## src/rtl/mem_arb_pkg.sv

```systemverilog
// Shared types and helpers for the memory arbiter.
//   arb_state_t : arbiter FSM states
//   owner_t     : which cache last owned the memory (for round-robin on contention)
//   BLOCK_OFF_W : number of byte-offset bits inside one cache block
package mem_arb_pkg;

    typedef enum logic [1:0] {
        IDLE,
        I_FILL,
        D_FILL,
        D_WRITE
    } arb_state_t;

    typedef enum logic {
        OWN_I,
        OWN_D
    } owner_t;

    // Block byte-offset width: word index bits plus one bit for the byte within a 2-byte word.
    function automatic int unsigned BLOCK_OFF_W(input int unsigned block_words);
        return $clog2(block_words) + 1;
    endfunction

endpackage

```

## src/rtl/mem_arb_burst_ctr.sv

```systemverilog
// Saturating burst word counter.
//   clk, rst : clock, asynchronous active-high reset
//   clr      : synchronous clear (priority over inc)
//   inc      : advance by one unless already at the last word
//   count    : current word index
//   last     : count is at the final word of the block
module mem_arb_burst_ctr #(
    parameter int unsigned WIDTH = 3
) (
    input  logic             clk,
    input  logic             rst,
    input  logic             clr,
    input  logic             inc,
    output logic [WIDTH-1:0] count,
    output logic             last
);

    always_comb begin
        last = (count == '1);
    end

    always_ff @(posedge clk or posedge rst) begin
        if (rst) begin
            count <= '0;
        end else if (clr) begin
            count <= '0;
        end else if (inc && !last) begin
            count <= count + WIDTH'(1);
        end
    end

endmodule

```

## src/rtl/mem_arbiter.sv

```systemverilog
// Arbitrates the single pipelined main memory between the I-cache and D-cache
// fill FSMs, and serves single-word D-cache write-through stores.
//   clk, rst        : clock, asynchronous active-high reset
//   icache_req/addr : I-cache block fill request (level, held until icache_done)
//   icache_grant/valid/done : I-cache owns memory / word returned / last word returned
//   dcache_req/we/addr/wdata: D-cache fill (we=0) or single-word write (we=1) request
//   dcache_grant/valid/done : D-cache owns memory / word returned / fill done or write accepted
//   mem_enable/wr/addr/wdata: memory access strobe, write select, byte address, write data
//   mem_data_valid  : read data return from the fixed-latency memory pipeline
module mem_arbiter
    import mem_arb_pkg::*;
#(
    parameter int unsigned ADDR_W      = 16,
    parameter int unsigned DATA_W      = 16,
    parameter int unsigned BLOCK_WORDS = 8
) (
    input  logic              clk,
    input  logic              rst,
    input  logic              icache_req,
    input  logic [ADDR_W-1:0] icache_addr,
    output logic              icache_grant,
    output logic              icache_valid,
    output logic              icache_done,
    input  logic              dcache_req,
    input  logic              dcache_we,
    input  logic [ADDR_W-1:0] dcache_addr,
    input  logic [DATA_W-1:0] dcache_wdata,
    output logic              dcache_grant,
    output logic              dcache_valid,
    output logic              dcache_done,
    output logic              mem_enable,
    output logic              mem_wr,
    output logic [ADDR_W-1:0] mem_addr,
    output logic [DATA_W-1:0] mem_wdata,
    input  logic              mem_data_valid
);

    localparam int unsigned CNT_W = $clog2(BLOCK_WORDS);
    localparam int unsigned OFF_W = BLOCK_OFF_W(BLOCK_WORDS);
    localparam logic [ADDR_W-1:0] OFF_MASK  = ADDR_W'((1 << OFF_W) - 1);
    localparam logic [ADDR_W-1:0] BYTE_MASK = ADDR_W'(1);

    arb_state_t        state, next_state;
    owner_t            last_owner;
    logic [ADDR_W-1:0] addr_q;
    logic [DATA_W-1:0] wdata_q;
    logic              pick_d;
    logic              fill;
    logic              issue_done;
    logic              issue_en;
    logic              issue_last;
    logic              recv_inc;
    logic              recv_last;
    logic              fill_done;
    logic              ctr_clr;
    logic [CNT_W-1:0]  issue_cnt;
    logic [CNT_W-1:0]  recv_cnt;

    // Burst bookkeeping: issue runs ahead of receive; both clear whenever no fill is active.
    always_comb begin
        fill      = (state == I_FILL) || (state == D_FILL);
        issue_en  = fill && !issue_done;
        recv_inc  = fill && mem_data_valid;
        fill_done = recv_inc && recv_last;
        ctr_clr   = !fill || fill_done;
    end

    mem_arb_burst_ctr #(.WIDTH(CNT_W)) u_issue_ctr (
        .clk   (clk),
        .rst   (rst),
        .clr   (ctr_clr),
        .inc   (issue_en),
        .count (issue_cnt),
        .last  (issue_last)
    );

    mem_arb_burst_ctr #(.WIDTH(CNT_W)) u_recv_ctr (
        .clk   (clk),
        .rst   (rst),
        .clr   (ctr_clr),
        .inc   (recv_inc),
        .count (recv_cnt),
        .last  (recv_last)
    );

    // Next state and arbitration decision. On contention the requester that did
    // not own memory last time wins, so neither cache can starve.
    always_comb begin
        next_state = state;
        pick_d     = 1'b0;
        case (state)
            IDLE: begin
                if (icache_req && dcache_req) begin
                    pick_d = (last_owner == OWN_I);
                end else begin
                    pick_d = dcache_req;
                end
                if (icache_req || dcache_req) begin
                    if (pick_d) begin
                        next_state = dcache_we ? D_WRITE : D_FILL;
                    end else begin
                        next_state = I_FILL;
                    end
                end
            end
            I_FILL, D_FILL: begin
                if (fill_done) begin
                    next_state = IDLE;
                end
            end
            D_WRITE: begin
                next_state = IDLE;
            end
            default: begin
                next_state = IDLE;
            end
        endcase
    end

    always_ff @(posedge clk or posedge rst) begin
        if (rst) begin
            state      <= IDLE;
            last_owner <= OWN_I;
            addr_q     <= '0;
            wdata_q    <= '0;
            issue_done <= 1'b0;
        end else begin
            state <= next_state;
            if ((state == IDLE) && (next_state != IDLE)) begin
                last_owner <= pick_d ? OWN_D : OWN_I;
                wdata_q    <= dcache_wdata;
                if (!pick_d) begin
                    addr_q <= icache_addr & ~OFF_MASK;
                end else if (dcache_we) begin
                    addr_q <= dcache_addr & ~BYTE_MASK;
                end else begin
                    addr_q <= dcache_addr & ~OFF_MASK;
                end
            end
            // The issue counter saturates on the last word, so a flag marks the burst as fully issued.
            if (ctr_clr) begin
                issue_done <= 1'b0;
            end else if (issue_en && issue_last) begin
                issue_done <= 1'b1;
            end
        end
    end

    always_comb begin
        icache_grant = (state == I_FILL);
        dcache_grant = (state == D_FILL) || (state == D_WRITE);
        icache_valid = recv_inc && (state == I_FILL);
        dcache_valid = recv_inc && (state == D_FILL);
        icache_done  = fill_done && (state == I_FILL);
        dcache_done  = (fill_done && (state == D_FILL)) || (state == D_WRITE);
        mem_enable   = 1'b0;
        mem_wr       = 1'b0;
        mem_addr     = '0;
        mem_wdata    = '0;
        if (issue_en) begin
            mem_enable = 1'b1;
            mem_addr   = {addr_q[ADDR_W-1:OFF_W], issue_cnt, 1'b0};
        end else if (state == D_WRITE) begin
            mem_enable = 1'b1;
            mem_wr     = 1'b1;
            mem_addr   = addr_q;
            mem_wdata  = wdata_q;
        end
    end

endmodule
```

## config.mk

```make
export PLATFORM = sky130hd
export DESIGN_NAME = mem_arbiter
export DESIGN_NICKNAME = d
export VERILOG_FILES = /design/src/rtl/mem_arb_pkg.sv /design/src/rtl/mem_arb_burst_ctr.sv /design/src/rtl/mem_arbiter.sv
export SDC_FILE = /design/constraint.sdc
export NUM_CORES = 1
export LEC_CHECK = 0
export CORE_ASPECT_RATIO = 0.5
export CORE_MARGIN = 3
export CORE_UTILIZATION = 43
export CTS_CLUSTER_DIAMETER = 50
export DETAILED_ROUTE_END_ITERATION = 12
export PLACE_DENSITY = 0.93
export SLEW_MARGIN = 20
export SYNTH_ARGS = -nofsm -noshare
export SYNTH_HDL_FRONTEND = slang
export SYNTH_SLANG_ARGS = --single-unit
```

## constraint.sdc

```tcl
create_clock -name clk -period 2.85 [get_ports clk]
set_input_delay 0.855 -clock clk [delete_from_list [all_inputs] [get_ports clk]]
set_output_delay 0.855 -clock clk [all_outputs]
set_load 0.1 [all_outputs]
```

==> flow_summary.ini, run 1 <==
[critical_path]
critPathLaunchType = register
r2r_end = wdata_q[4]$_DFFE_PP0P_
reg2reg_slack_ns = 0.33
cp-startpoint = state[0]$_DFF_PP0_
endpoint_kind = output port
r2r_cells = 10
crit-reg2reg-launch = state[0]$_DFF_PP0_
path_max_fanout = 10
required_ns = 2.00
worst-setup-path-type = register to output port
arrival_ns = 1.97

[cts]
cts_htree_levels = 2
cts_buffers = 5
clkSinkCount = 41
cts-root-buf = clkbuf_8
cts_hold_buf = 0
worstSkewPairLatency_ns = 0.31
cts_tree = built
cts_buffer_depth = 2
clk_pin_slew_worst_paths_ns = 0.09

[routing]
drc = 0
dr.pass1.iters = 4
routedWlPerCell_um = 24.5
postRouteWirelength_um = 8880
num_vias = 2050
postRouteAntennaNets = 0
drt_iter0_markers = 168
viasPerCell = 5.66

[synthesis]
syn-instance-count = 192
synth_top_cell_area_share = 0.464
synth_top_cells_by_count = dfrtp_1 (41), mux2_2 (35), and3_1 (17)
synth_edf_count = 0
synthArstFlopShare = 1.00
syn_avg_cell_area_um2 = 11.5
synthTopCellsByArea = dfrtp_1 (46%), mux2_2 (18%), ha_1 (5.1%), and3_1 (4.8%), nor2b_1 (4.0%)
yosys_warnings = 0
ys_ff_latch = 41
synth.distinct_cells = 37
synth_fp_nets = 255
yosysMostFrequentCell = dfrtp_1
synthFlopType = dfrtp_1
synth_seq_area_share = 0.464
synth_largest_area_cell = dfrtp_1
synth_area_mm2 = 0.00221

[floorplan]
die_y_um = 56.7
ioPinCount = 94
initial_core_util = 0.473
die_area_mm2 = 0.00610
die_width_um = 107
rows = 17
core-area_mm2 = 0.00468

[global_route]
grt_max_degree = 42
grt_pass1_wl_um = 12600
gr-usage-met3 = 0.0471
gr-total-overflow = 0
grt_most_used_layer = met2
antenna_found_initial = 0
met2_usage = 0.503
grt.met1_usage = 0.325
grt_usage = 0.276
grt_pass1_vias = 2198

[sta]
fin_tns_setup_ns = 0
tightest_slew_ns = 0.538
period_needed_ns = 2.83
clock_skew_ns = 0.00750
relSlewSlack = 0.641
finalCritPeriodShare = 0.992
max_freq_ghz = 0.354
slew_viol_final = 0
hold_violations = 0
setup_violations = 0

[hold_path]
min_from = addr_q[8]$_DFFE_PP0P_
holdPathStages = 1
min_path_type = register to register
hold_path_end = addr_q[8]$_DFFE_PP0P_

[layout]
diodes = 0
drive_gt1_frac = 0.510
nets = 358
syn_to_final_growth_pct = 78.0

[placed_design]
place_hpwl_um = 5400
place.gp.congestion = 0.743
portBuffers = 87

[status]
status = finished clean

[run]
maxCapViolCount = 0
## state kept, by name (all words and copies together), names as in the netlist
name	cells
wdata_q	16
addr_q	15
u_issue_ctr.count	3
u_recv_ctr.count	3
state	2
issue_done	1
last_owner	1
## logic make-up (layout without fill, tap and decap cells)
family | count (synthesis) | count (layout) | share of synthesized area
buffers and inverters | 18 | 122 | 0.0424
AND/OR/NAND/NOR | 61 | 61 | 0.157
adder cells (fa/ha/maj) | 9 | 9 | 0.0509
multiplexers | 40 | 40 | 0.204
XOR/XNOR | 1 | 1 | 0.00396
flip-flops | 41 | 41 | 0.464
AO/OA/AOI/OAI | 21 | 21 | 0.0775
other | 1 | 1 | 0.00169
## placed cells by master (no fill, tap or decap), types with 2 or more instances in the layout
| cell | instances |
|---|---|
| o21ai_0 | 3 |
| a21oi_1 | 4 |
| buf_12 | 40 |
| nand3_1 | 4 |
| buf_4 | 18 |
| nand2_1 | 7 |
| nor2_4 | 2 |
| nor2b_4 | 11 |
| ha_1 | 8 |
| nand2_2 | 3 |
| clkdlybuf4s50_1 | 48 |
| clkbuf_8 | 6 |
| clkinvlp_4 | 2 |
| and3_2 | 16 |
| a21bo_2 | 2 |
| inv_2 | 3 |
| inv_1 | 3 |
| dfrtp_1 | 40 |
| mux2_1 | 5 |
| nor2_1 | 5 |
| mux2_2 | 35 |
| nor2b_2 | 2 |
| a22o_1 | 3 |
## timing repair
action                                  CTS  global route
setup buffers                             4             1
gates cloned                              0             1
gates resized for setup                   3             6
pin swaps                                 1             1
endpoints found under the setup margin   32            26
## critical path, cell delays in order (launching register included)
cell and delay (ns):
dfrtp_2 0.42, inv_1 0.11, ha_1 0.27, buf_4 0.18, nand2b_4 0.10, buf_12 0.13, nand3_1 0.12, nand2_2 0.13
buf_12 0.18
## layer usage
metal / wire length, µm / up-vias / share of wire
li1: - / 872 / -
met1: 3430 / 1045 / 0.39
met2: 4740 / 107 / 0.53
met3: 464 / 26 / 0.052
met4: 252 / 0 / 0.028
met5: 0 / - / 0
## area by class of cell
| type | count | area (µm²) |
|---|---|---|
| Tap cell | 66 | 82.6 |
| Inverter | 7 | 30.0 |
| Clock inverter | 2 | 37.5 |
| Sequential cell | 41 | 1030 |
| Multi-Input combinational cell | 133 | 1240 |
| Clock buffer | 6 | 82.6 |
| Fill cell | 195 | 739 |
| Timing Repair Buffer | 107 | 1440 |
## how the worst max path moves through the flow
stage                                  end  slack, ns  cells past startpoint
floorplan                     mem_addr[15]      -0.06                      5
global placement    addr_q[15]$_DFFE_PP0P_       0.05                      8
detailed placement  wdata_q[5]$_DFFE_PP0P_      -0.12                      8
CTS                            mem_addr[2]     0.0002                      8
global route                   mem_addr[3]      -0.01                      8
finish                         mem_addr[2]       0.02                      8
## per-stage QoR
step                      hold WS [ns]  cells  worst slack (ns)  cell area [µm²]  utilization
after floorplan                  0.456    192           -0.0623             2340            -
after detailed placement         0.479    348            -0.117             3720        0.795
after global placement           0.466    348            0.0451             3720        0.795
after global routing             0.541    362           -0.0120             3940        0.842
after CTS                        0.508    360          0.000220             3880        0.829
final                            0.512    362            0.0235             3940        0.842
Power of run 1 is not shown: default switching activity piles up to over one toggle a cycle in this logic, so the estimate is an artifact.
==> inputs of run 2 (changes only) <==
- CTS_CLUSTER_SIZE: default -> 24
- TNS_END_PERCENT: default -> 100
==> results of run 2 <==
Same layout as run 1: the final DEF is identical, and so are final timing and power.
Power of run 2 is left out for the same reason.
